## src/rtl/mem_port_arbiter_pkg.sv

```systemverilog
// mem_port_arbiter_pkg: shared FSM/owner encodings and data width for the memory port arbiter
package mem_port_arbiter_pkg;
   localparam int DW = 32;
   localparam int CW = 4;
   typedef enum logic {IDLE = 1'b0, ACCESS = 1'b1} state_e;
   typedef enum logic {OWN_IF = 1'b0, OWN_DM = 1'b1} owner_e;
endpackage

```

## src/rtl/mem_port_arbiter_latency.sv

```systemverilog
// mem_latency_counter: loadable down-counter that saturates at zero and flags it
module mem_latency_counter #(
   parameter int W = 4
) (
   input  logic         clk_i,
   input  logic         rst_i,
   input  logic         load_i,
   input  logic [W-1:0] load_val_i,
   input  logic         dec_i,
   output logic         zero_o
);
   logic [W-1:0] cnt_q, cnt_d;
   always_comb cnt_d = load_i ? load_val_i : (dec_i && cnt_q != '0) ? cnt_q - 1'b1 : cnt_q;
   always_ff @(posedge clk_i or posedge rst_i) begin
      if (rst_i) cnt_q <= '0;
      else       cnt_q <= cnt_d;
   end
   assign zero_o = (cnt_q == '0);
endmodule

```

## src/rtl/mem_port_arbiter.sv

```systemverilog
// mem_port_arbiter: shares one memory port between instruction fetch and load/store requesters.
// Define ARB_ROUND_ROBIN_EN to alternate grants on simultaneous requests instead of fixed Dm priority.
module mem_port_arbiter
   import mem_port_arbiter_pkg::*;
#(
   parameter int MEM_LATENCY = 2
) (
   input  logic          Clk,
   input  logic          Reset,
   input  logic          IfReq,
   input  logic [DW-1:0] IfAddr,
   input  logic          DmReq,
   input  logic          DmWe,
   input  logic [DW-1:0] DmAddr,
   input  logic [DW-1:0] DmWData,
   output logic          IfGnt,
   output logic          DmGnt,
   output logic          IfValid,
   output logic          DmValid,
   output logic [DW-1:0] RData,
   output logic [DW-1:0] MemAddr,
   output logic [DW-1:0] MemWData,
   output logic          MemRead,
   output logic          MemWrite,
   input  logic [DW-1:0] MemRData,
   output logic          Busy
);
   localparam logic [CW-1:0] LOAD_VAL = CW'(MEM_LATENCY - 1);

   state_e        state_q;
   owner_e        owner_q;
   logic          if_gnt_q, dm_gnt_q, if_valid_q, dm_valid_q, rd_q, wr_q;
   logic [DW-1:0] addr_q, wdata_q, rdata_q;
   logic          start, pick_dm, cnt_zero;

   assign start = (state_q == IDLE) && (IfReq || DmReq);

`ifdef ARB_ROUND_ROBIN_EN
   owner_e last_q;
   assign pick_dm = DmReq && !(IfReq && last_q == OWN_DM);
   always_ff @(posedge Clk or posedge Reset) begin
      if (Reset)      last_q <= OWN_DM;
      else if (start) last_q <= pick_dm ? OWN_DM : OWN_IF;
   end
`else
   assign pick_dm = DmReq;
`endif

   mem_latency_counter #(.W(CW)) u_lat (
      .clk_i      (Clk),
      .rst_i      (Reset),
      .load_i     (start),
      .load_val_i (LOAD_VAL),
      .dec_i      (state_q == ACCESS),
      .zero_o     (cnt_zero)
   );

   always_ff @(posedge Clk or posedge Reset) begin
      if (Reset) begin
         state_q    <= IDLE;
         owner_q    <= OWN_IF;
         if_gnt_q   <= 1'b0;
         dm_gnt_q   <= 1'b0;
         if_valid_q <= 1'b0;
         dm_valid_q <= 1'b0;
         rd_q       <= 1'b0;
         wr_q       <= 1'b0;
         addr_q     <= '0;
         wdata_q    <= '0;
         rdata_q    <= '0;
      end else begin
         if_gnt_q   <= 1'b0;
         dm_gnt_q   <= 1'b0;
         if_valid_q <= 1'b0;
         dm_valid_q <= 1'b0;
         if (state_q == IDLE) begin
            if (start) begin
               state_q  <= ACCESS;
               owner_q  <= pick_dm ? OWN_DM : OWN_IF;
               addr_q   <= pick_dm ? DmAddr : IfAddr;
               wdata_q  <= pick_dm ? DmWData : '0;
               if_gnt_q <= !pick_dm;
               dm_gnt_q <= pick_dm;
               wr_q     <= pick_dm && DmWe;
               rd_q     <= !(pick_dm && DmWe);
            end
         end else if (cnt_zero) begin
            // last access cycle: sample read data while MemRead is still asserted
            state_q    <= IDLE;
            rd_q       <= 1'b0;
            wr_q       <= 1'b0;
            if_valid_q <= (owner_q == OWN_IF);
            dm_valid_q <= (owner_q == OWN_DM);
            if (rd_q) rdata_q <= MemRData;
         end
      end
   end

   assign IfGnt    = if_gnt_q;
   assign DmGnt    = dm_gnt_q;
   assign IfValid  = if_valid_q;
   assign DmValid  = dm_valid_q;
   assign RData    = rdata_q;
   assign MemAddr  = addr_q;
   assign MemWData = wdata_q;
   assign MemRead  = rd_q;
   assign MemWrite = wr_q;
   assign Busy     = (state_q == ACCESS);
endmodule
```

## config.mk

```make
export PLATFORM = sky130hd
export DESIGN_NAME = mem_port_arbiter
export DESIGN_NICKNAME = d
export VERILOG_FILES = /design/src/rtl/mem_port_arbiter_pkg.sv /design/src/rtl/mem_port_arbiter_latency.sv /design/src/rtl/mem_port_arbiter.sv
export SDC_FILE = /design/constraint.sdc
export NUM_CORES = 1
export LEC_CHECK = 0
export ABC_AREA = 1
export CORE_MARGIN = 3
export CORE_UTILIZATION = 39
export DETAILED_ROUTE_END_ITERATION = 16
export PLACE_DENSITY_LB_ADDON = 0.15
export SYNTH_ARGS = -nofsm -noshare
export SYNTH_HDL_FRONTEND = slang
export SYNTH_SLANG_ARGS = --single-unit
```

## constraint.sdc

```tcl
create_clock -name Clk -period 4 [get_ports Clk]
set_input_delay 0.8 -clock Clk [delete_from_list [all_inputs] [get_ports Clk]]
set_output_delay 0.8 -clock Clk [all_outputs]
set_load 0.05 [all_outputs]
```

==> results of run 1 <==
==> final cells by class <==
cell class	instances	area (sq um)	area share, %
clock inverters	7	57.6	0.838
inverters	40	153	2.22
flip-flops and latches	108	2700	39.3
clock buffers	9	124	1.80
well taps	136	170	2.48
multi-input cells	260	1290	18.8
repair buffers	238	2370	34.6
==> per-stage QoR <==
stage               instances  cell area (sq um)  total power [mW]  utilization, %  setup slack (ns)
finish                    798               6870              6.54            65.4              1.43
global route              798               6870              6.91            65.4              1.36
CTS                       798               6870              6.61            65.4              1.40
detailed placement        782               6690              5.96            63.7              1.25
global placement          782               6690              5.90            63.7              1.27
floorplan                 432               4290              4.55               -             0.354
==> cell usage in the layout, fill, tap and decap left out <==
cell	Yosys	routed
a21oi_1	1	1
a22o_1	32	32
a31oi_1	1	1
buf_4	4	3
clkbuf_8	0	9
clkdlybuf4s50_1	0	235
clkinv_2	0	2
clkinv_4	0	1
clkinvlp_4	0	1
dfrtp_1	108	108
ha_1	1	1
inv_1	38	37
inv_2	2	2
inv_4	0	1
inv_6	0	1
inv_8	0	2
nand2_1	139	139
nand3_1	38	38
nand4_1	2	2
nand4_4	1	1
nor2_1	7	7
nor2_4	2	2
o21ai_0	30	30
o21ai_1	5	5
o21ai_4	1	1
==> cell families after synthesis <==
| group | Yosys count | synth area share (%) |
|---|---|---|
| DFF | 108 | 63.0 |
| AOI/OAI and AO/OA | 70 | 11.3 |
| and+or+nand+nor | 189 | 18.5 |
| buffers and inverters | 64 | 6.86 |
| adders and majority gates | 1 | 0.292 |
==> registers in the layout, indices dropped and copies added (netlist names) <==
signal / flops
MemRead: 1
DmGnt: 1
u_lat.cnt_q: 4
IfValid: 1
Busy: 1
MemAddr: 32
RData: 32
DmValid: 1
owner_q: 1
MemWData: 32
IfGnt: 1
MemWrite: 1
==> how the worst max path moves through the flow <==
stage	startpoint	end	slack [ns]	depth (start not counted)
2_1_floorplan	Reset	Busy	0.35	1
3_3_place_gp	DmReq	MemWData[30]	1.27	4
3_5_place_dp	DmReq	MemWData[11]	1.25	4
4_1_cts	Busy	Busy	1.40	1
5_1_grt	Busy	Busy	1.36	1
6_report	Busy	Busy	1.43	1
==> power groups by stage <==
stage               Clock (mW)  Sequential [mW]  Combinational [mW]
finish                   0.626             1.95                3.97
global route             0.695             2.03                4.19
CTS                      0.644             1.95                4.01
detailed placement           0             1.95                4.01
floorplan                    0             3.73               0.820
global placement             0             1.95                3.94
==> worst register-to-register path, cell delays in order (launching register included) <==
cell and delay, ns:
dfrtp_1 0.39, inv_1 0.12, ha_1 0.31, nand4_4 0.61, o21ai_0 0.43
==> routing by layer <==
layer / up-vias / global-route usage [%]
met5: - / 0
met4: 0 / 7.47
met3: 18 / 6.77
met2: 160 / 33.9
met1: 1799 / 22.8
li1: 1846 / -
==> reports/qor.txt, run 1 <==
================================================================================
Pwr/cell area                                                        952 nW/um^2
Total DRC errors in the routed layout                                          0
Part of the cycle the worst path needs                                     64.3%
Post-CTS Repair Setup Buffers                                                  0
Least-Margin Pin Slew                                                    1.11 ns
Clock latency reported for the late side of the worst-skew pair          0.36 ns
# IOs                                                                        236
Cell-by-cell trace of the critical path                             clkdlybuf4s50_1
Clk network pwr share                                                       9.6%
Layout cell share with drive strength beyond 1                             3.93%
Endpoint class of the critical path                                 primary output
Count of hold-fix buffers inserted at cts                                      0
Die Span X                                                                111 um
Minimum clock period after layout                                        2.57 ns
Most frequent cell after synthesis                                       nand2_1
Net switching power                                                      3.36 mW
Post-synthesis register bit count                                            108
Mapped Area                                                           4290 sq um
Overall die height                                                        111 um
Port buffer count                                                            235
Total length of routed met3 wires                                        1040 um
Initial antenna violation count                                                0
Final hold violation count                                                     0
Relative contribution of combinational cells to total power                60.7%
Worst min-delay path category                                            reg2reg
Number of max-slew violations in the final report                              0
Worst hold margin                                                       0.447 ns
Num CTS Buffers                                                                9
Total iterations of the first detailed-routing run                             4
PostCTS Resize Cnt                                                             0
Via count of the routed design                                             3,823
Area fraction of the dominant cell type after synthesis                    63.0%
Register share of total power                                              29.7%
CP Class                                                                 reg2out
Setup repair after global routing missed its margin                        false
Starting utilization of the core area                                      40.8%
Maximum clock rate                                                       389 MHz
Final HPWL DP                                                            8810 um
Leakage power of the design                                              3.19 nW
Required @ worst endpoint                                                3.20 ns
Worst-path cell with the longest stage delay                        clkdlybuf4s50_1
Arrival time at the worst endpoint                                       1.77 ns
Cell-internal power                                                      3.18 mW
Total number of yosys warnings                                                 0
R2R setup slack                                                          2.04 ns
Die outline area                                                    12,300 sq um
H-tree levels                                                                  3
Result of the run                                                   finished, final reports clean
Count of cells along the worst hold path                                       1
Headroom to the max-slew limit                                             26.2%
Synth area leader                                                        dfrtp_1
Wire length on met2                                                      5970 um
CTS tree                                                                    done
Bufs on Longest Clock Path                                                     2
Wire length per cell                                                     15.1 um
Sort of element at the start of the critical path                       register
P&R area growth vs syn                                                     60.3%
Number of synthesized flops with an enable pin                                 0
Number of nets produced by synthesis                                         566
Detail-routed via count per cell                                            4.79
Met1 WL                                                                  4780 um
Worst VDD drop                                                          0.529 mV
Gpl congestion                                                             0.786
Top_reg_cell synth                                                       dfrtp_1
Largest stage delay on the critical path                                 0.89 ns
Endpoint, Worst Hold                                                     IfValid
Gate count of the mapped netlist                                             432
Fill count                                                                   892
Maximum fanout count along the critical path                                   8
Largest net degree at the start of global routing                             73
Core region area                                                    10,500 sq um
Post-detailed-routing wire length                                      12,100 um
Initial DRC Count                                                            191
Num rows                                                                      37
Clock-pin slew on the worst setup and hold paths                         0.10 ns
Final count of negative-setup-slack endpoints                                  0
Total global-route track usage                                             19.8%
Largest delay contributor family on the critical path               buffers and inverters
Final ANT Viol Nets                                                            0
Cell count of the worst reg-to-reg path                                        4
Hold wc startpoint                                                       owner_q
Share of async-settable or async-resettable flops after synthesis           100%
Clk sinks                                                                    108
Wire length of the first global-routing pass                           19,900 um
Mean Syn Cell Area                                                    9.92 sq um
Diode count                                                                    0
Yosys cell types                                                              20
Number of max-cap violations                                                   0
Highest metal layer with signal wires                                       met4
Max Clock Skew                                                         0.0146 ns
Setup_tns                                                                   0 ns
Worst flop-to-flop path startpoint                                  u_lat.cnt_q[0]
Seq/Total Area, Yosys                                                      63.0%
Overall overflow remaining after global route                                  0
Reg-to-Reg End                                                         RData[24]
Critical path buffer and inverter count                                        1
# nets final                                                                 791
Switch share                                                               51.4%
Clock root buffer                                                       clkbuf_8
Via count of the first global-routing pass                                 4,035
Ranking of synthesized cells by area                                dfrtp_1 (63%), nand2_1 (12%), a22o_1 (6.5%), nand3_1 (4.4%), o21ai_0 (3.5%)
Most common library cells after synthesis                           nand2_1 (139), dfrtp_1 (108), inv_1 (38), nand3_1 (38), a22o_1 (32)
================================================================================
Power figures use the tool's default switching activity.
==> run 2: changes to the inputs <==
==> constraint.sdc (replaced) <==
create_clock -name Clk -period 2.6 [get_ports Clk]
set_input_delay 0.52 -clock Clk [delete_from_list [all_inputs] [get_ports Clk]]
set_output_delay 0.52 -clock Clk [all_outputs]
set_load 0.05 [all_outputs]
==> run 2 against run 1 <==
Sequential cell count is the same. Utilization is 0.79 points higher. Sequential share of layout area down 0.47 points. Design area up 1.2%. Clock skew up 0.00051 ns.
==> reports/qor.txt, run 2 (synthesis gave the netlist of run 1 again) <==
==============================================================================
Maximum clock rate                                                     434 MHz
# nets final                                                               796   +0.63%
Met1 WL                                                                4790 um   +0.23%
Detail-routed via count per cell                                          4.74   -1.1%
Core region area                                                  10,500 sq um   unchanged
Final non-filler cell total                                                803   +0.63%
Highest metal layer with signal wires                                     met4
Setup repair after global routing missed its margin                      false
CTS tree                                                                  done
Worst-case setup slack after placement                                0.466 ns   -0.781 ns
Wire length on met2                                                    6110 um   +2.4%
Required @ worst endpoint                                              2.08 ns   -1.12 ns
Maximum fanout count along the critical path                                 8   unchanged
CP Class                                                               reg2out
Die outline area                                                  12,300 sq um   unchanged
Worst setup path endpoint                                                 Busy
Cell count of the worst reg-to-reg path                                      5   +1
Sort of element at the start of the critical path                     register
Diode count                                                                  0   unchanged
Placed cells                                                               787   +0.64%
Total iterations of the first detailed-routing run                           4   unchanged
P&R area growth vs syn                                                   62.2%
Crit path from                                                            Busy
Count of hold-fix buffers inserted at cts                                    0   unchanged
Worst hold margin                                                     0.448 ns   +0.00112 ns
Starting utilization of the core area                                    40.8%   unchanged
Clock-pin slew on the worst setup and hold paths                       0.10 ns   about the same
Headroom to the max-slew limit                                           61.9%   +36 points
# IOs                                                                      236   unchanged
H-tree levels                                                                3   unchanged
Total DRC errors in the routed layout                                        0   unchanged
Least-Margin Pin Slew                                                 0.569 ns   -0.538 ns
Post-detailed-routing wire length                                    12,200 um   +1.2%
Clk sinks                                                                  108   unchanged
Largest net degree at the start of global routing                           72   -1.4%
Reg-to-Reg End                                                       RData[17]
Initial DRC Count                                                          195   +2.1%
Overall overflow remaining after global route                                0   unchanged
Endpoint class of the critical path                               primary output
Cell-by-cell trace of the critical path                           clkdlybuf4s50_1
Arrival time at the worst endpoint                                     1.79 ns   +0.02 ns
Part of the cycle the worst path needs                                   88.7%
Number of max-cap violations                                                 0   unchanged
Final HPWL DP                                                          9220 um   +4.6%
Layout cell share with drive strength beyond 1                           4.50%   +0.57 points
Clock latency reported for the late side of the worst-skew pair        0.37 ns   about the same
Result of the run                                                 finished, final reports clean
Final ANT Viol Nets                                                          0   unchanged
Die Span X                                                              111 um   unchanged
Setup_tns                                                                 0 ns   unchanged
Wire length per cell                                                   15.2 um   +0.56%
Wire length of the first global-routing pass                         20,200 um   +1.7%
Via count of the first global-routing pass                               3,999   -0.89%
Num CTS Buffers                                                              9   unchanged
Highest-count cells in the layout ignoring fill and taps          clkdlybuf4s50_1 (235), nand2_1 (139), dfrtp_1 (108), nand3_1 (38), inv_1 (37)
Overall die height                                                      111 um   unchanged
PostCTS Resize Cnt                                                           0   unchanged
Total number of cells along the worst setup path                             1   unchanged
Final count of negative-setup-slack endpoints                                0   unchanged
Critical path buffer and inverter count                                      1   unchanged
Core occupancy in the finished layout                                    66.2%   +0.79 points
Total length of routed met3 wires                                      1090 um   +4.5%
Worst min-delay path category                                          reg2reg
Worst VDD drop                                                        0.864 mV   +63%
Post-CTS Repair Setup Buffers                                                0   unchanged
Leading cell type in the layout, fill and taps excluded           clkdlybuf4s50_1
Gpl congestion                                                           0.780   -0.73%
Worst flop-to-flop path startpoint                                u_lat.cnt_q[0]
Num rows                                                                    37   unchanged
Largest stage delay on the critical path                               0.89 ns   about the same
Minimum clock period after layout                                      2.31 ns
Final hold violation count                                                   0   unchanged
Leakage power of the design                                            3.22 nW   +0.96%
Minimum setup slack in the final design                               0.295 ns   -1.13 ns
Max Clock Skew                                                       0.0151 ns   +0.000509 ns
Pwr/cell area                                                     1450 nW/um^2   +53%
Port buffer count                                                          235   unchanged
Number of max-slew violations in the final report                            0   unchanged
R2R setup slack                                                        0.86 ns   -1.18 ns
Initial antenna violation count                                              0   unchanged
Total global-route track usage                                           20.0%   +0.25 points
Bufs on Longest Clock Path                                                   2   unchanged
Largest delay contributor family on the critical path             buffers and inverters
Via count of the routed design                                           3,806   -0.44%
Clock root buffer                                                     clkbuf_8
Worst-path cell with the longest stage delay                      clkdlybuf4s50_1
==============================================================================
-- run 2: layout make-up --
type | count | area [sq um]
inverter | 40 | 154
sequential | 108 | 2700
tap | 136 | 170
clock buffer | 10 | 128
multi-input combinational | 260 | 1290
fill | 873 | 3550
clock inverter | 6 | 47.5
timing repair buffer | 243 | 2460
-- run 2: metal layers --
layer  vias up  global-route usage [%]
li1       1854                       -
met1      1781                    23.5
met2       152                    34.4
met3        19                    7.42
met4         0                    5.67
met5         -                       0
-- run 2: worst reg2reg max path, stage by stage, from the launching register on --
cell,delay [ns]
dfrtp_1,0.39
inv_1,0.11
ha_1,0.31
nand4_4,0.35
buf_12,0.30
o21ai_0,0.20
-- run 2: metrics by stage --
| step | total power [mW] | area (sq um) |
|---|---|---|
| after detailed placement | 9.24 | 6780 |
| after global placement | 9.14 | 6780 |
| final | 10.1 | 6950 |
| after floorplan | 7.00 | 4290 |
| after global routing | 10.7 | 6950 |
| after CTS | 10.2 | 6950 |
-- run 2: report_power, final --
part	total [mW]	switching [mW]	internal [mW]
registers	3.00	0.495	2.51
logic	6.17	4.09	2.08
clock network	0.942	0.583	0.358
-- run 2: worst min path at each step --
stage	from	endpoint	slack, ns	cells past startpoint
floorplan	owner_q	IfValid	0.40	1
global placement	owner_q	IfValid	0.43	1
detailed placement	owner_q	IfValid	0.43	1
CTS	owner_q	IfValid	0.45	1
global route	owner_q	IfValid	0.47	1
finish	owner_q	IfValid	0.45	1
